## src/rtl/vball_timing_rx_if.sv

```systemverilog
// Video timing bundle: sync/blank inputs in, measured geometry and pixel position out.
// The master side (source/observer) drives the syncs; the slave side is the receiver.
interface vball_timing_rx_if;
  logic       hs;
  logic       vs;
  logic       hb;
  logic       vb;
  logic [8:0] x;
  logic [8:0] y;
  logic       de;
  logic [8:0] line_len;
  logic [8:0] frame_lines;
  logic [8:0] active_w;
  logic [8:0] active_h;
  logic       locked;
  logic       err;

  modport master (
    output hs, vs, hb, vb,
    input  x, y, de, line_len, frame_lines, active_w, active_h, locked, err
  );

  modport slave (
    input  hs, vs, hb, vb,
    output x, y, de, line_len, frame_lines, active_w, active_h, locked, err
  );
endinterface

```

## src/rtl/vball_timing_rx.sv

```systemverilog
// Video timing receiver: measures line/frame geometry from sync and blank strobes,
// tracks pixel position and declares lock once the geometry repeats frame to frame.
module vball_timing_rx #(
  parameter int unsigned LOCK_FRAMES = 2
) (
  input logic              clk,
  input logic              reset,
  vball_timing_rx_if.slave vid
);

  localparam logic [8:0] CntMax  = 9'd511;
  localparam logic [1:0] LockCnt = 2'(LOCK_FRAMES);

  typedef enum logic [1:0] {StSearch, StTrack, StLocked} state_e;

  function automatic logic [8:0] sat_inc(input logic [8:0] v);
    return (v == CntMax) ? CntMax : v + 9'd1;
  endfunction

  // Delayed copies of the strobes, used only for edge detection.
  logic hs_q, vs_q, hb_q, vb_q;

  logic [8:0] hper_q, hper_d;
  logic [8:0] line_len_q, line_len_d;
  logic [8:0] vl_q, vl_d;
  logic [8:0] frame_lines_q, frame_lines_d;
  logic [8:0] x_q, x_d;
  logic [8:0] wcnt_q, wcnt_d;
  logic [8:0] active_w_q, active_w_d;
  logic [8:0] y_q, y_d;
  logic [8:0] hcnt_q, hcnt_d;
  logic [8:0] active_h_q, active_h_d;
  logic       de_q, de_d;
  logic       locked_q, locked_d;
  logic       err_q, err_d;
  state_e     state_q, state_d;
  logic [1:0] mc_q, mc_d;
  logic [8:0] ref_len_q, ref_len_d;
  logic [8:0] ref_lines_q, ref_lines_d;
  logic [8:0] ref_w_q, ref_w_d;
  logic [8:0] ref_h_q, ref_h_d;

  logic hs_fall, vs_fall, hb_fall, hb_rise, vb_fall, vb_rise;
  logic line_cnt, meas_match, len_match, timeout, snap;

  assign hs_fall = hs_q & ~vid.hs;
  assign vs_fall = vs_q & ~vid.vs;
  assign hb_fall = hb_q & ~vid.hb;
  assign hb_rise = ~hb_q & vid.hb;
  assign vb_fall = vb_q & ~vid.vb;
  assign vb_rise = ~vb_q & vid.vb;

  // An hb rise counts as an active line if vb was still low the cycle before,
  // so a rise coinciding with vb rise still belongs to the closing frame.
  assign line_cnt = hb_rise & ~vb_q;

  always_comb begin
    hper_d        = sat_inc(hper_q);
    line_len_d    = line_len_q;
    vl_d          = vl_q;
    frame_lines_d = frame_lines_q;
    x_d           = x_q;
    wcnt_d        = wcnt_q;
    active_w_d    = active_w_q;
    y_d           = y_q;
    hcnt_d        = hcnt_q;
    active_h_d    = active_h_q;
    de_d          = ~vid.hb & ~vid.vb;

    if (hs_fall) begin
      line_len_d = sat_inc(hper_q);
      hper_d     = '0;
    end

    if (vs_fall) begin
      frame_lines_d = hs_fall ? sat_inc(vl_q) : vl_q;
      vl_d          = '0;
    end else if (hs_fall) begin
      vl_d = sat_inc(vl_q);
    end

    if (hb_fall) begin
      x_d = '0;
    end else if (!vid.hb) begin
      x_d = sat_inc(x_q);
    end

    if (hb_rise) begin
      active_w_d = wcnt_q;
      wcnt_d     = '0;
    end else if (!vid.hb) begin
      wcnt_d = sat_inc(wcnt_q);
    end

    if (vb_fall) begin
      y_d = '0;
    end else if (line_cnt) begin
      y_d = sat_inc(y_q);
    end

    if (vb_rise) begin
      active_h_d = line_cnt ? sat_inc(hcnt_q) : hcnt_q;
      hcnt_d     = '0;
    end else if (vb_fall) begin
      hcnt_d = '0;
    end else if (line_cnt) begin
      hcnt_d = sat_inc(hcnt_q);
    end
  end

  // Comparisons use the values being latched this cycle so coincident edges are seen.
  assign len_match  = (line_len_d == ref_len_q);
  assign meas_match = len_match && (frame_lines_d == ref_lines_q) &&
                      (active_w_d == ref_w_q) && (active_h_d == ref_h_q);
  assign timeout    = (hper_d == CntMax);

  always_comb begin
    state_d     = state_q;
    mc_d        = mc_q;
    err_d       = 1'b0;
    snap        = 1'b0;
    ref_len_d   = ref_len_q;
    ref_lines_d = ref_lines_q;
    ref_w_d     = ref_w_q;
    ref_h_d     = ref_h_q;

    unique case (state_q)
      StSearch: begin
        if (vs_fall) begin
          snap    = 1'b1;
          mc_d    = '0;
          state_d = StTrack;
        end
      end
      StTrack: begin
        if (vs_fall) begin
          if (meas_match) begin
            mc_d = mc_q + 2'd1;
            if (mc_d == LockCnt) state_d = StLocked;
          end else begin
            snap = 1'b1;
            mc_d = '0;
          end
        end
      end
      StLocked: begin
        if ((vs_fall && !meas_match) || (hs_fall && !len_match)) begin
          err_d   = 1'b1;
          state_d = StSearch;
        end
      end
      default: state_d = StSearch;
    endcase

    // A stuck hs holds the FSM in search; only the exit from lock reports an error.
    if (timeout) begin
      state_d = StSearch;
      if (state_q == StLocked) err_d = 1'b1;
    end

    if (snap) begin
      ref_len_d   = line_len_d;
      ref_lines_d = frame_lines_d;
      ref_w_d     = active_w_d;
      ref_h_d     = active_h_d;
    end

    locked_d = (state_d == StLocked);
  end

  always_ff @(posedge clk) begin
    if (reset) begin
      hs_q          <= 1'b1;
      vs_q          <= 1'b1;
      hb_q          <= 1'b1;
      vb_q          <= 1'b1;
      hper_q        <= '0;
      line_len_q    <= '0;
      vl_q          <= '0;
      frame_lines_q <= '0;
      x_q           <= '0;
      wcnt_q        <= '0;
      active_w_q    <= '0;
      y_q           <= '0;
      hcnt_q        <= '0;
      active_h_q    <= '0;
      de_q          <= 1'b0;
      locked_q      <= 1'b0;
      err_q         <= 1'b0;
      state_q       <= StSearch;
      mc_q          <= '0;
      ref_len_q     <= '0;
      ref_lines_q   <= '0;
      ref_w_q       <= '0;
      ref_h_q       <= '0;
    end else begin
      hs_q          <= vid.hs;
      vs_q          <= vid.vs;
      hb_q          <= vid.hb;
      vb_q          <= vid.vb;
      hper_q        <= hper_d;
      line_len_q    <= line_len_d;
      vl_q          <= vl_d;
      frame_lines_q <= frame_lines_d;
      x_q           <= x_d;
      wcnt_q        <= wcnt_d;
      active_w_q    <= active_w_d;
      y_q           <= y_d;
      hcnt_q        <= hcnt_d;
      active_h_q    <= active_h_d;
      de_q          <= de_d;
      locked_q      <= locked_d;
      err_q         <= err_d;
      state_q       <= state_d;
      mc_q          <= mc_d;
      ref_len_q     <= ref_len_d;
      ref_lines_q   <= ref_lines_d;
      ref_w_q       <= ref_w_d;
      ref_h_q       <= ref_h_d;
    end
  end

  assign vid.x           = x_q;
  assign vid.y           = y_q;
  assign vid.de          = de_q;
  assign vid.line_len    = line_len_q;
  assign vid.frame_lines = frame_lines_q;
  assign vid.active_w    = active_w_q;
  assign vid.active_h    = active_h_q;
  assign vid.locked      = locked_q;
  assign vid.err         = err_q;

endmodule
```

## src/flat_wrapper.sv

```systemverilog
// flat-port wrapper written by rule: the top's interface ports become plain ports
module vball_timing_rx_flat 
#(
  parameter int unsigned LOCK_FRAMES = 2
)
  (clk, reset, vid_hs, vid_vs, vid_hb, vid_vb, vid_x, vid_y, vid_de, vid_line_len, vid_frame_lines, vid_active_w, vid_active_h, vid_locked, vid_err);
  vball_timing_rx_if vid_i ();
  input logic clk;
  input logic reset;
  input wire logic [$bits(vid_i.hs)-1:0] vid_hs;
  input wire logic [$bits(vid_i.vs)-1:0] vid_vs;
  input wire logic [$bits(vid_i.hb)-1:0] vid_hb;
  input wire logic [$bits(vid_i.vb)-1:0] vid_vb;
  output wire logic [$bits(vid_i.x)-1:0] vid_x;
  output wire logic [$bits(vid_i.y)-1:0] vid_y;
  output wire logic [$bits(vid_i.de)-1:0] vid_de;
  output wire logic [$bits(vid_i.line_len)-1:0] vid_line_len;
  output wire logic [$bits(vid_i.frame_lines)-1:0] vid_frame_lines;
  output wire logic [$bits(vid_i.active_w)-1:0] vid_active_w;
  output wire logic [$bits(vid_i.active_h)-1:0] vid_active_h;
  output wire logic [$bits(vid_i.locked)-1:0] vid_locked;
  output wire logic [$bits(vid_i.err)-1:0] vid_err;
  assign vid_i.hs = vid_hs;
  assign vid_i.vs = vid_vs;
  assign vid_i.hb = vid_hb;
  assign vid_i.vb = vid_vb;
  assign vid_x = vid_i.x;
  assign vid_y = vid_i.y;
  assign vid_de = vid_i.de;
  assign vid_line_len = vid_i.line_len;
  assign vid_frame_lines = vid_i.frame_lines;
  assign vid_active_w = vid_i.active_w;
  assign vid_active_h = vid_i.active_h;
  assign vid_locked = vid_i.locked;
  assign vid_err = vid_i.err;
  vball_timing_rx #(.LOCK_FRAMES(LOCK_FRAMES)) u_core (.clk(clk), .reset(reset), .vid(vid_i));
endmodule
```

## config.mk

```make
export PLATFORM = sky130hd
export DESIGN_NAME = vball_timing_rx_flat
export DESIGN_NICKNAME = d
export VERILOG_FILES = /design/src/rtl/vball_timing_rx_if.sv /design/src/rtl/vball_timing_rx.sv /design/src/flat_wrapper.sv
export SDC_FILE = /design/constraint.sdc
export NUM_CORES = 1
export LEC_CHECK = 0
export ABC_AREA = 1
export BUFFER_PORTS_ARGS = -buffer_cell sky130_fd_sc_hd__buf_2
export CAP_MARGIN = 10
export CORE_AREA = 2 2 117 119
export DETAILED_ROUTE_END_ITERATION = 8
export DIE_AREA = 0 0 119 121
export GPL_ROUTABILITY_DRIVEN = 1
export PLACE_DENSITY = 0.74
export SKIP_LAST_GASP = 1
export SLEW_MARGIN = 40
export SYNTH_ARGS = -nofsm -noshare
export SYNTH_HDL_FRONTEND = slang
export SYNTH_SLANG_ARGS = --single-unit
```

## constraint.sdc

```tcl
create_clock -name clk -period 3.4 [get_ports clk]
set_input_delay 0.51 -clock clk [delete_from_list [all_inputs] [get_ports clk]]
set_output_delay 0.51 -clock clk [all_outputs]
set_load 0.05 [all_outputs]
```

# Word-level counts from Yosys, hierarchy flattened
# Index checks and enable logic that the tools add are counted.
# W data, S select, Z words.
dict set report classes {
  n_mul 0
  n_shift 0
  n_reduce_logical 16
  n_div 0
  bitwise 14
  addsub 7
  n_mux 32
  order_cmp 0
  n_eq_ne 17
}
# op count
set op_table {}
lappend op_table {{$mux W9} 13}
lappend op_table {{$eq A9 B9 Y1 const B} 7}
lappend op_table {{$add A9 B1 Y9 const B} 6}
lappend op_table {{$eq A9 B9 Y1} 4}
lappend op_table {{$mux W2} 9}
lappend op_table {{$and A1 B1 Y1} 8}
lappend op_table {{$reduce_or A2 Y1} 4}
lappend op_table {{$mux W1} 7}
lappend op_table {{$eq A2 B2 Y1 const B} 3}
lappend op_table {{$not A1 Y1} 6}
lappend op_table {{$pmux W2 S3} 1}
lappend op_table {{$logic_and A1 B1 Y1} 5}
lappend op_table {{$ne A2 B1 Y1 const B} 2}
lappend op_table {{$pmux W2 S2} 1}
lappend op_table {{$reduce_and A3 Y1} 1}
lappend op_table {{$reduce_or A3 Y1} 1}
lappend op_table {{$add A2 B1 Y2 const B} 1}
lappend op_table {{$eq A2 B1 Y1 const B} 1}
lappend op_table {{$logic_not A1 Y1} 2}
lappend op_table {{$logic_not A2 Y1} 1}
lappend op_table {{$pmux W1 S2} 1}
lappend op_table {{$reduce_bool A2 Y1} 1}
lappend op_table {{$logic_or A1 B1 Y1} 1}
dict set report word_totals {
  regBits 137
  elab_cells 109
  memories 0
  rom_bits 0
  output_inout_bits 57
  latch_bits 0
  mem_bits_rw 0
  in_bits 6
}

# Logic depth before layout (Yosys ltp)
dict set report logic_depth {
  word_depth 15
  depth_mapped 21
  mapped_depth_nobuf 20
}

# Least setup slack after synthesis
# Ideal clock, no wire load.
dict set report synth_timing {
  path_type {input port to flip-flop}
  start {input port vid_hb}
  end {register u_core.ref_h_q[0]}
  setup_ns 0.111
  arrival_time_ns 2.245
  setup_slack_ns 1.043
  cell_stages 20
  path_buffers 3
  required_time_ns 3.289
  path_cell_list {buf_4 > nand2_8 > nor2_8 > buf_6 > nand3_1 > nand2_1 > nand3_1 > nand2_2 > nand2_1 > nand2_1 > nand2_1 > nor2_1 > nand2_2 > nor2_4 > nand3_4 > nand2_4 > inv_4 > buf_6 > nor2_1 > nor2_1}
}
dict set report synth_via {
  elab_chain_len 9
  word_cells_on_any_way 12
  classes_between {2 x eq/ne; 6 x mux; 2 x bitwise; 2 x reduce/logical}
}
# element line
set synth_rtl {}
lappend synth_rtl {{start: declaration} flat_wrapper.sv:12} ;# input wire logic [$bits(vid_i.hb)-1:0] vid_hb;
lappend synth_rtl {{$and A1 B1 Y1 (*)} vball_timing_rx.sv:49} ;# assign hb_rise = ~hb_q & vid.hb;
lappend synth_rtl {{$and A1 B1 Y1} vball_timing_rx.sv:55} ;# assign line_cnt = hb_rise & ~vb_q;
lappend synth_rtl {{$mux W9} vball_timing_rx.sv:102} ;# active_h_d = line_cnt ? sat_inc(hcnt_q) : hcnt_q;
lappend synth_rtl {{$mux W9} vball_timing_rx.sv:101} ;# if (vb_rise) begin
lappend synth_rtl {{$eq A9 B9 Y1} vball_timing_rx.sv:114} ;# (active_w_d == ref_w_q) && (active_h_d == ref_h_q);
lappend synth_rtl {{$logic_and A1 B1 Y1} vball_timing_rx.sv:114}
lappend synth_rtl {{$mux W1} vball_timing_rx.sv:137} ;# if (meas_match) begin
lappend synth_rtl {{$mux W1} vball_timing_rx.sv:136} ;# if (vs_fall) begin
lappend synth_rtl {{$pmux W1 S2} vball_timing_rx.sv:127} ;# unique case (state_q)
lappend synth_rtl {{end signal: assignment} vball_timing_rx.sv:219} ;# ref_h_q <= ref_h_d;
lappend synth_rtl {{end: declaration} vball_timing_rx.sv:41} ;# logic [8:0] ref_h_q, ref_h_d;
# Every way passes the cells marked *; elsewhere a longest branch is shown, timed or not.
# A chain may end at the register's enable or synchronous reset.

# Final worst setup path
dict set report layout_timing {
  start {register u_core.hb_q}
  end {register u_core.ref_lines_q[7]}
}
dict set report layout_via {
  elab_chain_len 10
  word_cells_on_any_way 13
  classes_between {2 x eq/ne; 6 x mux; 3 x bitwise; 2 x reduce/logical}
}
# element line
set layout_rtl {}
lappend layout_rtl {{start: declaration} vball_timing_rx.sv:21} ;# logic hs_q, vs_q, hb_q, vb_q;
lappend layout_rtl {{start signal: assignment} vball_timing_rx.sv:199} ;# hb_q <= vid.hb;
lappend layout_rtl {{$not A1 Y1 (*)} vball_timing_rx.sv:49}
lappend layout_rtl {{$and A1 B1 Y1 (*)} vball_timing_rx.sv:49}
lappend layout_rtl {{$and A1 B1 Y1} vball_timing_rx.sv:55}
lappend layout_rtl {{$mux W9} vball_timing_rx.sv:102}
lappend layout_rtl {{$mux W9} vball_timing_rx.sv:101}
lappend layout_rtl {{$eq A9 B9 Y1} vball_timing_rx.sv:114}
lappend layout_rtl {{$logic_and A1 B1 Y1 (*)} vball_timing_rx.sv:114}
lappend layout_rtl {{$mux W1 (*)} vball_timing_rx.sv:137}
lappend layout_rtl {{$mux W1 (*)} vball_timing_rx.sv:136}
lappend layout_rtl {{$pmux W1 S2 (*)} vball_timing_rx.sv:127}
lappend layout_rtl {{end signal: assignment} vball_timing_rx.sv:217} ;# ref_lines_q <= ref_lines_d;
lappend layout_rtl {{end: declaration} vball_timing_rx.sv:39} ;# logic [8:0] ref_lines_q, ref_lines_d;
# Marked as above.

==> qor.csv <==
metric,value,unit
status,"finished, final reports clean",
grt_usage,0.236,
rsz0062_at_grt,no,
yosysTopAreaCell,dfxtp_1,
maxSlewViolCount,0,
tns,0,ps
wl_per_cell,12.5,µm
layout_min_cycle_time,2900,ps
via_count,6645,
cp_max_fo,26,
h-tree-depth,4,
clkPwrFrac,0.437,
coreArea,13100,µm²
yosys.area.top_type_share,0.385,
nets,1134,
clk_latency,410,ps
grt_start_max_net_pins,41,
place_congestion,0.893,
crit_path_end_kind,flip-flop,
synth_ff_type,dfxtp_1,
fin_cells,1309,
fp.dieH,121,µm
synth_cell_types,41,
drc,0,
ios,63,
synth_xor_area_frac,0.0271,
setup_violations,0,
pre_cts_ws,378,ps
clockRootBuffer,clkbuf_16,
avgSynthCellArea,6.67,µm²
synth_top_family_by_area,simple AND/OR/NAND/NOR gates,
seq_power_share,0.430,
antenna_found_initial,0,
ys_top_cells_by_area,"dfxtp_1 39%, nand2_1 15%, nand3_1 9.6%, nor2_1 8.5%, inv_1 6.3%",
antenna_cells,0,
dr.pass1.iters,5,
die_width,119,µm
numCtsBuffers,17,
async_flop_share,0,
ir_drop,0.000474,V
start_util,0.544,
critPathRequiredTime,3710,ps
synth-compound-area-share,0.0568,
first_global_vias,6055,
synth_simple_gate_area_share,0.420,
setup_ws,499,ps
area_growth,13.0,%
swShare,0.269,
rows,42,
grt_pass1_wl,27700,µm
start_kind,flip-flop,
rrSetupSlack,500,ps
post-route-period-util,0.853,
yosys.area_share.adder,0.0123,
routed_wl,16400,µm
yosysWarnings,0,
cp_data_arrival_time,3210,ps
yosysSeqAreaShare,0.385,
syn_area,7120,µm²
maxSlewHeadroom,0.520,
comb_power_share,0.133,
synth_edf_count,0,
synth_cells,1067,
die-area,14400,µm²
cts_tree,yes,
fin_worst_skew,4.98,ps
hold_viol,0,
synthMuxAreaShare,0,
fmax,0.345,GHz
syn-num-nets,1080,
hp-class,input port to flip-flop,
grt_overflow_total,0,
p_int,0.00292,W
cts.sinks,137,
ys_ff_latch,137,
ant_nets,0,
first_iter_violations,595,
worst_pin_slew,719,ps
crit_type,flip-flop to flip-flop,
cap_viol_max_count,0,
clk_pin_slew_worst_paths,50,ps
dpl.cell_count,1278,
cts.path.max_buffers,2,
drive_above_1_share,0.138,
p_leak,3.89,nW
hpwl,11700,µm
via_per_inst,5.08,
p_switching,0.00107,W
power_density,496,nW/µm²
port_buffers,62,
[power by group through the flow]
stage	Clock (W)	Combinational [W]	Sequential [W]
2_1_floorplan	0	0.000352	0.00182
3_3_place_gp	0	0.000518	0.00175
3_5_place_dp	0	0.000523	0.00175
4_1_cts	0.00178	0.000528	0.00172
5_1_grt	0.00185	0.000594	0.00173
6_report	0.00174	0.000530	0.00172
[cells in the final DEF (no fill, tap or decap), drive strengths merged, types with 6 or more instances in the layout]
master	synthesis	final
xor2	13	13
a21oi	49	49
nand4	15	15
nand3	143	143
a31oi	6	6
nand3b	11	11
o21ai	15	15
clkbuf	5	21
nand2	289	289
xnor2	9	9
clkinv	1	8
nor2	174	174
inv	124	124
dfxtp	137	137
ha	7	7
buf	30	70
or2	26	26
[stage by stage]
step / utilization / hold WS, ps / power, W / area, µm²
after floorplan: - / 439 / 0.00217 / 7120
after global placement: 0.572 / 451 / 0.00227 / 7480
after detailed placement: 0.572 / 463 / 0.00227 / 7480
after CTS: 0.614 / 255 / 0.00402 / 8040
after global routing: 0.615 / 255 / 0.00417 / 8040
final: 0.615 / 267 / 0.00399 / 8040
[worst max-delay path: stages (launching register included)]
cell,delay (ps)
dfxtp_1,370
inv_4,180
nand2_8,140
nor2_8,210
nand4_4,280
nand3_1,230
nand3_1,90
nand2_1,120
nand2_1,80
nor2_1,130
nand2_2,70
nor2_4,110
nand3_4,150
nand2_4,240
inv_4,170
nor2_1,140
nor2_1,50
[flip-flops by register name, summed over array words and instances, names as in the netlist, 2 cells and up]
register,count
u_core.vid.frame_lines,9
u_core.hper_q,9
u_core.hcnt_q,9
u_core.vl_q,9
u_core.mc_q,2
u_core.vid.active_w,9
u_core.vid.x,9
u_core.ref_lines_q,9
u_core.vid.line_len,9
u_core.wcnt_q,9
u_core.vid.active_h,9
u_core.vid.y,9
u_core.ref_w_q,9
u_core.ref_h_q,9
u_core.state_q,2
u_core.ref_len_q,9
[what timing repair did]
item	in CTS	in global routing
setup endpoints to repair	0	15
gates resized for setup	0	1
hold endpoints to repair	0	0
buffers inserted	0	0
hold buffers	0	0
[synth_stat cells, types with 5 or more instances]
cell and number:
a21oi_1 49, a31oi_1 6, buf_2 11, buf_4 8, buf_6 7, clkbuf_1 5, dfxtp_1 137, ha_1 7
inv_1 120, nand2_1 282, nand2_2 5, nand3_1 137, nand3_2 5, nand3b_1 11, nand4_1 13, nor2_1 161
nor2_2 9, o21ai_0 10, o21ai_1 5, or2_2 24, xnor2_1 9, xor2_1 13
[layout make-up]
class                      instances  area, µm²
clock buffer                      21        450
clock inverter                    10        103
fill                            1207       5040
inverter                         125        474
multi-input combinational        770       3680
sequential                       137       2740
tap                              176        220
timing repair buffer              70        370
[worst paths after layout]
check,start,to,depth (start not counted)
max,u_core.hb_q,u_core.ref_lines_q[7],16
min,vid_vb,u_core.vid.de,2
max reg2reg,u_core.hb_q,u_core.ref_lines_q[7],16
min reg2reg,u_core.mc_q[1],u_core.mc_q[1],2
[layer usage]
| layer | routed length, µm | GRT usage | up-vias | share of wire |
|---|---|---|---|---|
| li1 | - | - | 3478 | - |
| met1 | 7810 | 0.306 | 3001 | 0.48 |
| met2 | 7540 | 0.390 | 140 | 0.46 |
| met3 | 713 | 0.0512 | 26 | 0.044 |
| met4 | 298 | 0.0818 | 0 | 0.018 |
| met5 | 0 | 0 | - | 0 |
[logic make-up after synthesis]
logic type                 Yosys count
and+or+nand+nor                    665
buffers and inverters              160
DFF                                137
AOI/OAI and AO/OA                   76
xor gates and xnor gates            22
adders and majority gates            7
(Power assumes the default switching activity.)
